**src/rtl/uart_tx_fifo_sequencer.sv**
```systemverilog
// Drains the UART TX FIFO into the transmit shifter: one outstanding read at a
// time, valid/ready hand-off, programmable inter-byte gap and sequenced clears.
module uart_tx_fifo_sequencer #(
  parameter int unsigned GAP_W = 8,
  parameter int unsigned CNT_W = 16
) (
  input  logic             clk,
  input  logic             rst,
  input  logic             enable_i,
  input  logic             flush_i,
  input  logic [GAP_W-1:0] gap_cycles_i,
  input  logic             fifo_empty_i,
  input  logic [7:0]       fifo_data_i,
  output logic             fifo_n_re_o,
  output logic             fifo_n_clr_o,
  output logic [7:0]       tx_data_o,
  output logic             tx_valid_o,
  input  logic             tx_ready_i,
  output logic             busy_o,
  output logic [CNT_W-1:0] sent_count_o
);

  typedef enum logic [2:0] {
    IDLE,
    READ,
    LATCH,
    PRESENT,
    GAP,
    FLUSH
  } state_t;

  state_t           state;
  logic             flush_pend;
  logic [GAP_W-1:0] gap_cnt;

  always_ff @(posedge clk) begin
    if (rst) begin
      state        <= IDLE;
      flush_pend   <= 1'b0;
      gap_cnt      <= '0;
      fifo_n_re_o  <= 1'b1;
      fifo_n_clr_o <= 1'b1;
      tx_data_o    <= '0;
      tx_valid_o   <= 1'b0;
      busy_o       <= 1'b0;
      sent_count_o <= '0;
    end else begin
      // Strobes are asserted on entry to READ/FLUSH and released one cycle later.
      fifo_n_re_o  <= 1'b1;
      fifo_n_clr_o <= 1'b1;
      if (flush_i) begin
        flush_pend <= 1'b1;
      end

      case (state)
        IDLE: begin
          if (flush_pend) begin
            state        <= FLUSH;
            fifo_n_clr_o <= 1'b0;
            busy_o       <= 1'b1;
          end else if (enable_i && !fifo_empty_i) begin
            state       <= READ;
            fifo_n_re_o <= 1'b0;
            busy_o      <= 1'b1;
          end
        end

        READ: begin
          state <= LATCH;
        end

        LATCH: begin
          tx_data_o  <= fifo_data_i;
          tx_valid_o <= 1'b1;
          state      <= PRESENT;
        end

        PRESENT: begin
          if (tx_ready_i) begin
            tx_valid_o   <= 1'b0;
            sent_count_o <= sent_count_o + 1'b1;
            if (gap_cycles_i == '0) begin
              state  <= IDLE;
              busy_o <= 1'b0;
            end else begin
              gap_cnt <= gap_cycles_i;
              state   <= GAP;
            end
          end
        end

        GAP: begin
          // A pending flush abandons the rest of the gap.
          if (flush_pend) begin
            state        <= FLUSH;
            fifo_n_clr_o <= 1'b0;
            gap_cnt      <= '0;
          end else if (gap_cnt <= 1) begin
            state   <= IDLE;
            busy_o  <= 1'b0;
            gap_cnt <= '0;
          end else begin
            gap_cnt <= gap_cnt - 1'b1;
          end
        end

        FLUSH: begin
          // A new request landing on the clearing cycle must survive.
          flush_pend <= flush_i;
          state      <= IDLE;
          busy_o     <= 1'b0;
        end

        default: begin
          state  <= IDLE;
          busy_o <= 1'b0;
        end
      endcase
    end
  end

endmodule
```
**config.mk**
```make
export PLATFORM = sky130hd
export DESIGN_NAME = uart_tx_fifo_sequencer
export DESIGN_NICKNAME = d
export VERILOG_FILES = /design/src/rtl/uart_tx_fifo_sequencer.sv
export SDC_FILE = /design/constraint.sdc
export NUM_CORES = 1
export LEC_CHECK = 0
export BUFFER_PORTS_ARGS = -buffer_cell sky130_fd_sc_hd__buf_2
export CORE_MARGIN = 10
export CORE_UTILIZATION = 40
export DETAILED_ROUTE_END_ITERATION = 12
export MAX_ROUTING_LAYER = met4
export PLACE_DENSITY = 0.59
export SLEW_MARGIN = 10
export SYNTH_ARGS = -nofsm -noshare
export SYNTH_HDL_FRONTEND = slang
export SYNTH_SLANG_ARGS = --single-unit
```
**constraint.sdc**
```tcl
create_clock -name clk -period 1.8 [get_ports clk]
set_input_delay 0.36 -clock clk [delete_from_list [all_inputs] [get_ports clk]]
set_output_delay 0.36 -clock clk [all_outputs]
set_load 0.03 [all_outputs]
```
### Yosys cells after proc, flatten, opt, wreduce, memory -nomap -nowiden

Cells that the tools add are included.
W data, S select, Z words.

| operators by class | value |
|---|---|
| add/subtract/negate cells | 2 |
| order comparisons | 1 |
| eq/ne operators | 12 |
| mux-type cells | 25 |
| bitwise gates (word level) | 3 |
| reduce and logical (&&, ||, !) cells | 16 |

Operators with widths:

| operator | number |
|---|---|
| $mux W8 | 4 |
| $mux W3 | 6 |
| $add A16 B1 Y16 const B | 1 |
| $pmux W8 S2 | 1 |
| $pmux W3 S5 | 1 |
| $mux W1 | 11 |
| $ne A2 B2 Y1 const B | 5 |
| $le A8 B1 Y1 const B | 1 |
| $logic_not A8 Y1 | 1 |
| $sub A8 B1 Y8 const B | 1 |
| $eq A3 B2 Y1 const B | 2 |
| $eq A3 B3 Y1 const B | 2 |
| $ne A3 B3 Y1 const B | 2 |
| $reduce_and A3 Y1 | 2 |
| $reduce_and A6 Y1 | 1 |
| $reduce_bool A2 Y1 | 3 |
| $reduce_or A2 Y1 | 3 |
| $pmux W1 S4 | 1 |
| $reduce_and A2 Y1 | 2 |
| $eq A3 B1 Y1 const B | 1 |
| $logic_not A3 Y1 | 1 |
| $not A1 Y1 | 3 |
| $reduce_or A3 Y1 | 1 |
| $pmux W1 S2 | 1 |
| other kinds (2) | 2 |

| word-level totals | value |
|---|---|
| register bits after elaboration | 40 |
| input port bits | 22 |
| output and inout port bits | 28 |
| word-level logic and storage cells | 68 |

### Logic depth before layout (Yosys ltp)

Gate-level depths: netlist (run 1).

| depth | value |
|---|---|
| depth in word-level cells | 5 |
| mapped depth | 6 |
| mapped depth without buffers | 6 |

### Least setup slack after synthesis (run 1)

Ideal clock, no wire load.

| timing path | value |
|---|---|
| kind | flip-flop to flip-flop |
| from | register sent_count_o[3] |
| to | register sent_count_o[15] |
| arrival time | 1700 ps |
| required time | 1677 ps |
| slack | -23 ps |
| cell stages (with the launch flop) | 5 |
| buffers on the path | 0 |
| clock period less this slack | 1823 ps |
| cells stage by stage | dfxtp_1 nand4_1 nor4_2 nand4_1 mux2_1 |

| between the ends | value |
|---|---|
| word-level cells in the longest chain between the ends | 1 |

Ends and longest elaborated chain:

| item | RTL line | RTL |
|---|---|---|
| start, declared | 20 | `output logic [CNT_W-1:0] sent_count_o` |
| start signal, assigned | 81 | `sent_count_o <= sent_count_o + 1'b1;` |
| $add A16 B1 Y16 | 81 |  |

Every way passes these cells.
A chain may end at the register's enable or synchronous reset.

### Worst setup path in the final report (run 1)

| timing path | value |
|---|---|
| from | register gap_cnt[1] |
| to | register gap_cnt[4] |

| between the ends | value |
|---|---|
| word-level cells in the longest chain between the ends | 4 |
| elaborated cells between the ends (all ways) | 5 |
| classes of those cells | add/sub (1); order compare (1); mux (3) |

Ends and longest elaborated chain:

| item | RTL line | RTL |
|---|---|---|
| start, declared | 34 | `logic [GAP_W-1:0] gap_cnt;` |
| start signal, assigned | 86 | `gap_cnt <= gap_cycles_i;` |
| start signal, assigned | 103 | `gap_cnt <= gap_cnt - 1'b1;` |
| $sub A8 B1 Y8 or $le A8 B1 Y1 (tied branches) | 103, 98 |  |
| $mux W8 * | 98 | `end else if (gap_cnt <= 1) begin` |
| $mux W8 * | 94 | `if (flush_pend) begin` |
| $pmux W8 S2 * | 55 | `case (state)` |

Every way passes the cells marked *; elsewhere a longest branch is shown, timed or not.

==> results of run 1 <==
sequential cells by signal, indices dropped and copies added (netlist names):
signal        flops
busy_o            1
sent_count_o     16
tx_valid_o        1
flush_pend        1
state             3
tx_data_o         8
gap_cnt           8
fifo_n_clr_o      1
fifo_n_re_o       1
how the worst max path moves through the flow:
stage                                 startpoint                            end  cells after the start
floorplan           sent_count_o[5]$_SDFFE_PP0P_  sent_count_o[15]$_SDFFE_PP0P_                      4
global placement         gap_cnt[1]$_SDFFE_PP0P_        gap_cnt[4]$_SDFFE_PP0P_                      7
detailed placement       gap_cnt[1]$_SDFFE_PP0P_        gap_cnt[4]$_SDFFE_PP0P_                      7
CTS                      gap_cnt[0]$_SDFFE_PP0P_        gap_cnt[4]$_SDFFE_PP0P_                      7
global route             gap_cnt[1]$_SDFFE_PP0P_        gap_cnt[4]$_SDFFE_PP0P_                      7
finish                   gap_cnt[1]$_SDFFE_PP0P_        gap_cnt[4]$_SDFFE_PP0P_                      7
kinds of logic after synthesis:
| group | count (synthesis) | share of synthesized area |
|---|---|---|
| AND/OR/NAND/NOR | 116 | 0.299 |
| AO/OA/AOI/OAI | 58 | 0.196 |
| flip-flops | 40 | 0.390 |
| buffers and inverters | 18 | 0.0371 |
| XOR/XNOR | 9 | 0.0383 |
| multiplexers | 4 | 0.0213 |
| adder cells (fa/ha/maj) | 3 | 0.0183 |
area by class of cell:
| cell class | count | area, um^2 |
|---|---|---|
| well taps | 70 | 87.6 |
| clock inverters | 2 | 38.8 |
| fillers | 507 | 2370 |
| repair buffers | 74 | 445 |
| inverters | 7 | 26.3 |
| clock buffers | 6 | 82.6 |
| multi-input cells | 190 | 1180 |
| flip-flops and latches | 40 | 805 |
stage by stage:
stage / worst slack (ps) / hold slack, ps / TNS [ps] / std cells / util
6_report: 48.6 / 286 / 0 / 389 / 0.529
5_1_grt: -25.2 / 287 / -63.2 / 389 / 0.529
4_1_cts: 14.9 / 277 / 0 / 389 / 0.528
3_5_place_dp: 29.4 / 445 / 0 / 380 / 0.502
3_3_place_gp: 59.8 / 439 / 0 / 380 / 0.502
2_1_floorplan: 28.3 / 436 / 0 / 248 / -
synthesized netlist by cell type, types with 2 or more instances:
| master | n |
|---|---|
| nand3_1 | 7 |
| nand2b_1 | 6 |
| mux2_1 | 3 |
| ha_1 | 3 |
| a21o_1 | 2 |
| nor4_1 | 5 |
| or3b_2 | 2 |
| dfxtp_1 | 40 |
| a311oi_1 | 2 |
| a31oi_1 | 3 |
| a22oi_1 | 4 |
| or3_1 | 2 |
| a31o_2 | 3 |
| clkbuf_1 | 9 |
| nor3_1 | 7 |
| nor4_2 | 4 |
| o31ai_1 | 2 |
| o31a_1 | 2 |
| a211oi_1 | 2 |
| xor2_1 | 2 |
| inv_1 | 6 |
| o32ai_1 | 3 |
| nand2_1 | 36 |
| and3_1 | 2 |
| nor2b_1 | 3 |
| a21oi_1 | 21 |
| o21ai_0 | 4 |
| nand3b_1 | 2 |
| nand4_1 | 4 |
| nor2_1 | 27 |
| xnor2_1 | 7 |
repair_timing:
item	4_1_cts	5_1_grt
endpoints found under the hold margin	0	0
buffers inserted	1	0
hold buffers	0	0
pin swaps	1	2
gates resized for setup	1	2
endpoints found under the setup margin	1	8
power groups by stage:
stage | clock network [mW] | registers (mW) | logic [mW]
after floorplan | 0 | 1.06 | 0.319
after global placement | 0 | 1.01 | 0.571
after detailed placement | 0 | 1.01 | 0.576
after CTS | 0.808 | 0.989 | 0.581
after global routing | 0.834 | 0.998 | 0.646
final | 0.785 | 0.989 | 0.585
worst reg2reg max path, delay by kind of cell, from the launching register on:
kind / cells / cell delay [ps]
adder cells (fa/ha/maj): 1 / 200
AO/OA/AOI/OAI: 3 / 510
buffers and inverters: 2 / 250
flip-flops: 1 / 360
AND/OR/NAND/NOR: 1 / 340
metal layers:
metal,routed length [um],share of wire
met1,2720,0.48
met2,2600,0.46
met3,267,0.047
met4,38,0.0068
met5,0,0
==> flow_summary.toml, run 1 <==
[timing]
fin_skew_ps = 8.43
grt_setup_unrepaired = "yes"
tightest_slew_ps = 453
setup_violations = 0
fmax_mhz = 571
post-route-period-util = 0.973
period_needed_ps = 1750
slew-limit-headroom = 0.697
drv_slew = 0
hold_viol = 0

[yosys]
syn-mean-instance-area_um2 = 8.29
synth_cells = 248
syn_nets = 273
synth_flop_cell = "dfxtp_1"
synth_enable_flop_cells = 0
ys_ff_latch = 40
synth.area.top_cells = "dfxtp_1 39%, nand2_1 6.6%, a21oi_1 5.1%, nor2_1 4.9%, xnor2_1 3.0%"
async_reset_ff_frac = 0
synth_top_cell_area_share = 0.390
seq_area_frac_synth = 0.390
synth_top_area_cell = "dfxtp_1"
synth_cell_type_count = 54
synth_warnings = 0
synth_area_mm2 = 0.00206

[power]
finalPower_mw = 2.36
pwr-share-seq = 0.419
pwr_density_cell_mw_per_mm2 = 884
internal_power_mw = 1.65
p_comb_frac = 0.248
p_leak_nw = 1.10
switching_share = 0.302
switchingPower_uw = 713
peakVddDrop_v = 0.000454
p_clk_frac = 0.333

[worst_setup_path]
end_kind = "register"
r2r-start = "gap_cnt[1]$_SDFFE_PP0P_"
slowest_stage = "dfxtp_2"
cp_max_fo = 8
r2r_slack_ps = 50
crit_required_ps = 1980
critical_path.top_delay_family = "compound AO/OA/AOI/OAI gates"
startpoint_type = "register"
slowest_delay_ps = 360
reg2reg_to = "gap_cnt[4]$_SDFFE_PP0P_"
cp_cell_sequence = "inv_1, ha_1, or2_2, a31oi_4, buf_4, a22oi_1, o32ai_1"
path_buf_inv = 2
path_class = "reg2reg"
critPathArrivalTime_ps = 1930
r2r_cells = 7

[clock_tree]
cts.sinks = 40
cts_tree = "done"
clockBufferDepth = 2
htreeDepth = 2
clock_latency_ps = 290
cts_made_buffers = 5
clkTransAtPathRegs_ps = 80
root_buffer = "clkbuf_8"

[flow_run]
cap_violations = 0

[layout]
area_growth_pct = 29.8
layout-drive-gt1-share = 0.313
final_cell_mix = "49 x buf_2, 37 x dfxtp_1, 36 x nand2_1"
diodes = 0
final_common_cell = "buf_2"
fin_nets = 343
final_area_mm2 = 0.00267

[floorplan]
fp.dieArea_mm2 = 0.00841
die_w_um = 91.7
start_util = 0.408
ios = 50
die_h_um = 91.7
row_count = 26
coreArea_mm2 = 0.00504

[grt]
use_met2 = 0.204
grt_pass1_wl_um = 9320
grt_overflow_total = 0
grt_pass1_vias = 1872
met1_usage = 0.179
met3_usage = 0.0261
track_usage = 0.135
grt_busiest_layer = "met2"
grt_max_degree = 30
antenna_found_initial = 0

[placement]
placed_area_mm2 = 0.00253
port_buffers = 49
gp_congestion = 0.905
dpl.hpwl_um = 4250

[status]
outcome = "completed"

[route]
vias_per_cell = 5.17
routed_wl_um = 5630
wire_per_inst_um = 14.5
first_pass_iters = 4
drt-initial-drc-count = 68
final_antenna_net_count = 0
vias = 2012
route.detailed.drc = 0

[hold_path]
hp-class = "in2reg"
hp-start = "flush_i"
min_delay_path_depth = 3
holdPathEnd = "flush_pend$_SDFFE_PP0P_"
No activity file was read; power rests on OpenSTA's default activity.
==> run 2: changes to the inputs <==
==> constraint.sdc (replaced) <==
create_clock -name clk -period 2.15 [get_ports clk]
set_input_delay 0.43 -clock clk [delete_from_list [all_inputs] [get_ports clk]]
set_output_delay 0.43 -clock clk [all_outputs]
set_load 0.03 [all_outputs]
==> flow_summary.toml, run 2 (synthesis gave the netlist of run 1 again) <==
[layout]
diodes = 0
final_common_cell = "buf_2"
fin_nets = 332
final_cell_mix = "49 x buf_2, 40 x dfxtp_1, 36 x nand2_1"
reg_top3 = "sent_count_o (16), gap_cnt (8), tx_data_o (8)"
final_area_mm2 = 0.00256
largest_reg_flops = 16
layout-drive-gt1-share = 0.276
largest-register = "sent_count_o"
area_growth_pct = 24.5

[clock_tree]
clkTransAtPathRegs_ps = 80
clock_latency_ps = 290
cts_resized = 0
clockBufferDepth = 2
root_buffer = "clkbuf_8"
post-cts-setup-buffers = 0
htreeDepth = 2
cts_made_buffers = 5
cts.sinks = 40
hold_buffers = 0
cts_tree = "done"

[grt]
grt_overflow_total = 0
grt_pass1_vias = 1969
antenna_found_initial = 0
grt_pass1_wl_um = 9030
grt_max_degree = 20
track_usage = 0.130

[worst_setup_path]
critPathArrivalTime_ps = 2170
crit_required_ps = 2330
startpoint_type = "register"
r2r_cells = 4
end_kind = "register"
cp_max_fo = 15
path_class = "reg2reg"

[timing]
post-route-period-util = 0.927
setup_violations = 0
fin_skew_ps = 5.26
finalSetupTns_ps = 0
layout_setup_ws_ps = 156
fmax_mhz = 502
period_needed_ps = 1990
slew-limit-headroom = 0.714
tightest_slew_ps = 418
grt_setup_unrepaired = "no"
hold_viol = 0
drv_slew = 0

[flow_run]
cap_violations = 0

[hold_path]
hp-class = "in2reg"
min_delay_path_depth = 3

[floorplan]
row_count = 26
ios = 50
fp.dieArea_mm2 = 0.00841
start_util = 0.408
die_h_um = 91.7
coreArea_mm2 = 0.00504
die_w_um = 91.7

[route]
drt-initial-drc-count = 64
vias_per_cell = 5.17
routed_wl_um = 5350
wire_per_inst_um = 14.1
first_pass_iters = 4
route.detailed.drc = 0
vias = 1956
final_antenna_net_count = 0

[placement]
port_buffers = 49
placed_area_mm2 = 0.00244
dp_slack_ps = 188
gp_congestion = 0.788
dpl.hpwl_um = 4080

[power]
finalPower_mw = 1.91
peakVddDrop_v = 0.000474
pwr_density_cell_mw_per_mm2 = 747
p_leak_nw = 1.04

[status]
outcome = "completed"
run 2: worst max-delay path: stages (launching register included):
cell and delay [ps]:
dfxtp_1 580, nand4b_1 320, nor4_2 500, nand3_1 150, mux2_1 330
run 2: path summary, 6_finish.rpt:
check,from,endpoint,slack [ps]
hold / removal,flush_i,flush_pend$_SDFFE_PP0P_,360
setup / recovery,state[0]$_SDFFE_PP0P_,sent_count_o[14]$_SDFFE_PP0P_,160
setup reg to reg,state[0]$_SDFFE_PP0P_,sent_count_o[14]$_SDFFE_PP0P_,160
hold reg to reg,tx_data_o[3]$_SDFFE_PP0P_,tx_data_o[3]$_SDFFE_PP0P_,460
run 2: cell type report:
class | count | area (um^2)
Multi-Input combinational cell | 190 | 1180
Timing Repair Buffer | 63 | 350
Tap cell | 70 | 87.6
Fill cell | 509 | 2480
Inverter | 7 | 26.3
Sequential cell | 40 | 801
Clock inverter | 3 | 46.3
Clock buffer | 5 | 68.8
run 2: power breakdown:
group,switching [mW],internal (mW),total (mW)
combinational,0.250,0.182,0.432
clock,0.283,0.350,0.633
sequential,0.0574,0.788,0.845
run 2: through the flow:
| stage | cells | hold slack, ps | utilization |
|---|---|---|---|
| 2_1_floorplan | 248 | 436 | - |
| 3_3_place_gp | 370 | 439 | 0.485 |
| 3_5_place_dp | 370 | 446 | 0.485 |
| 4_1_cts | 378 | 361 | 0.507 |
| 5_1_grt | 378 | 361 | 0.507 |
| 6_report | 378 | 359 | 0.507 |
run 2: metal layers:
metal	part of all wire	GRT usage
met1	0.48	0.162
met4	0.0086	0.0386
met5	0	-
met3	0.042	0.0334
met2	0.47	0.201
==> run 3: changes to the inputs <==
--- a/config.mk
+++ b/config.mk
@@ -6,11 +6,13 @@
 export NUM_CORES = 1
 export LEC_CHECK = 0
 export BUFFER_PORTS_ARGS = -buffer_cell sky130_fd_sc_hd__buf_2
+export CELL_PAD_IN_SITES_DETAIL_PLACEMENT = 2
+export CELL_PAD_IN_SITES_GLOBAL_PLACEMENT = 2
 export CORE_MARGIN = 10
-export CORE_UTILIZATION = 40
+export CORE_UTILIZATION = 33
 export DETAILED_ROUTE_END_ITERATION = 12
 export MAX_ROUTING_LAYER = met4
-export PLACE_DENSITY = 0.59
+export PLACE_DENSITY = 0.8
 export SLEW_MARGIN = 10
 export SYNTH_ARGS = -nofsm -noshare
 export SYNTH_HDL_FRONTEND = slang
==> flow_summary.toml, run 3 (synthesis gave the netlist of run 1 again) <==
[status]
outcome = "completed"

[floorplan]
die_w_um = 98.9
start_util = 0.343
coreArea_mm2 = 0.00599
fp.dieArea_mm2 = 0.00979
row_count = 28
ios = 50
die_h_um = 98.9

[timing]
slew-limit-headroom = 0.572
fmax_mhz = 507
period_needed_ps = 1970
setup_violations = 0
post-route-period-util = 0.917
finalSetupTns_ps = 0
tightest_slew_ps = 639
hold_viol = 0
fin_skew_ps = 10.3
grt_setup_unrepaired = "no"
drv_slew = 0

[route]
route.detailed.drc = 0
drt-initial-drc-count = 84
wire_per_inst_um = 18.5
vias_per_cell = 5.43
final_antenna_net_count = 0
vias = 2081
routed_wl_um = 7090
first_pass_iters = 4

[placement]
dpl.hpwl_um = 5190
placed_cells = 374
port_buffers = 49
gp_congestion = 0.781

[layout]
regArea_um2 = 801
layout-drive-gt1-share = 0.273
final_common_cell = "buf_2"
layout.cells.non_filler = 383
area_growth_pct = 24.4
final_cell_mix = "49 x buf_2, 40 x dfxtp_1, 36 x nand2_1"
diodes = 0
fin_nets = 332
num-fill-cells = 714
largest-register = "sent_count_o"
reg_top3 = "sent_count_o (16), gap_cnt (8), tx_data_o (8)"
largest_reg_flops = 16
multi_input_area_mm2 = 0.00118

[worst_setup_path]
crit_required_ps = 2360
cp_max_fo = 9
critical_path.top_delay_family = "compound AO/OA/AOI/OAI gates"
slowest_stage = "dfxtp_1"
path_class = "reg2reg"
path_buf_inv = 1
critPathArrivalTime_ps = 2180
end_kind = "register"
slowest_delay_ps = 440
cp_cell_sequence = "inv_1, ha_1, or2_2, a31oi_4, a32oi_1, o32ai_1"
startpoint_type = "register"

[flow_run]
cap_violations = 0

[clock_tree]
clock_latency_ps = 300
cts_tree = "done"
root_buffer = "clkbuf_8"
clockBufferDepth = 2
post-cts-setup-buffers = 0
htreeDepth = 2
cts_resized = 0
cts.sinks = 40
clkTransAtPathRegs_ps = 90
cts_made_buffers = 5
hold_buffers = 0

[power]
p_clk_frac = 0.321
pwr-share-seq = 0.433
internal_power_mw = 1.32
switching_share = 0.319
p_comb_frac = 0.246
p_leak_nw = 1.03
peakVddDrop_v = 0.000353
pwr_density_cell_mw_per_mm2 = 755
switchingPower_uw = 615

[grt]
grt_pass1_vias = 2283
grt_max_degree = 40
track_usage = 0.149
antenna_found_initial = 0
grt_pass1_wl_um = 11800
grt_overflow_total = 0

[hold_path]
hp-class = "in2reg"
run 3: cell types whose count changed in the layout (fill, tap and decap cells not counted):
cell / previous run / this run
clkinv_2: 0 / 1
clkinvlp_4: 1 / 0
inv_6: 1 / 0
clkbuf_1: 0 / 1
run 3: area by class of cell:
cell class,count,area share
clock buffers,6,0.0284
inverters,7,0.0103
repair buffers,63,0.137
well taps,75,0.0367
flip-flops and latches,40,0.313
clock inverters,2,0.0137
multi-input cells,190,0.461
run 3: worst paths after layout:
kind	from	end	slack, ps	depth (start not counted)
worst min-delay path	flush_i	flush_pend$_SDFFE_PP0P_	360	3
worst max-delay path	gap_cnt[0]$_SDFFE_PP0P_	gap_cnt[5]$_SDFFE_PP0P_	180	6
worst min register to register	tx_data_o[6]$_SDFFE_PP0P_	tx_data_o[6]$_SDFFE_PP0P_	460	2
worst max register to register	gap_cnt[0]$_SDFFE_PP0P_	gap_cnt[5]$_SDFFE_PP0P_	180	6
run 3: metal layers:
| layer | global-route usage | up-vias | part of all wire |
|---|---|---|---|
| li1 | - | 1012 | - |
| met1 | 0.167 | 1019 | 0.43 |
| met2 | 0.260 | 41 | 0.52 |
| met3 | 0.0321 | 9 | 0.041 |
| met4 | 0.0430 | 0 | 0.010 |
| met5 | - | - | 0 |
run 3: worst min-delay path: stages:
cell     delay (ps)
buf_2            90
a21oi_1          40
nor2_1           70
run 3: power by group through the flow:
stage / Sequential [mW] / Clock (mW) / Combinational (mW)
floorplan: 0.884 / 0 / 0.267
finish: 0.836 / 0.621 / 0.475
global placement: 0.847 / 0 / 0.454
detailed placement: 0.851 / 0 / 0.467
global route: 0.843 / 0.666 / 0.526
CTS: 0.836 / 0.638 / 0.478
run 3: through the flow:
stage	cell area (um^2)	util	power [mW]	worst slack [ps]	hold WS, ps
2_1_floorplan	2060	-	1.15	327	436
3_3_place_gp	2440	0.408	1.30	130	439
3_5_place_dp	2440	0.408	1.32	77.1	449
4_1_cts	2550	0.426	1.95	144	359
5_1_grt	2560	0.427	2.03	33.6	373
6_report	2560	0.427	1.93	177	356
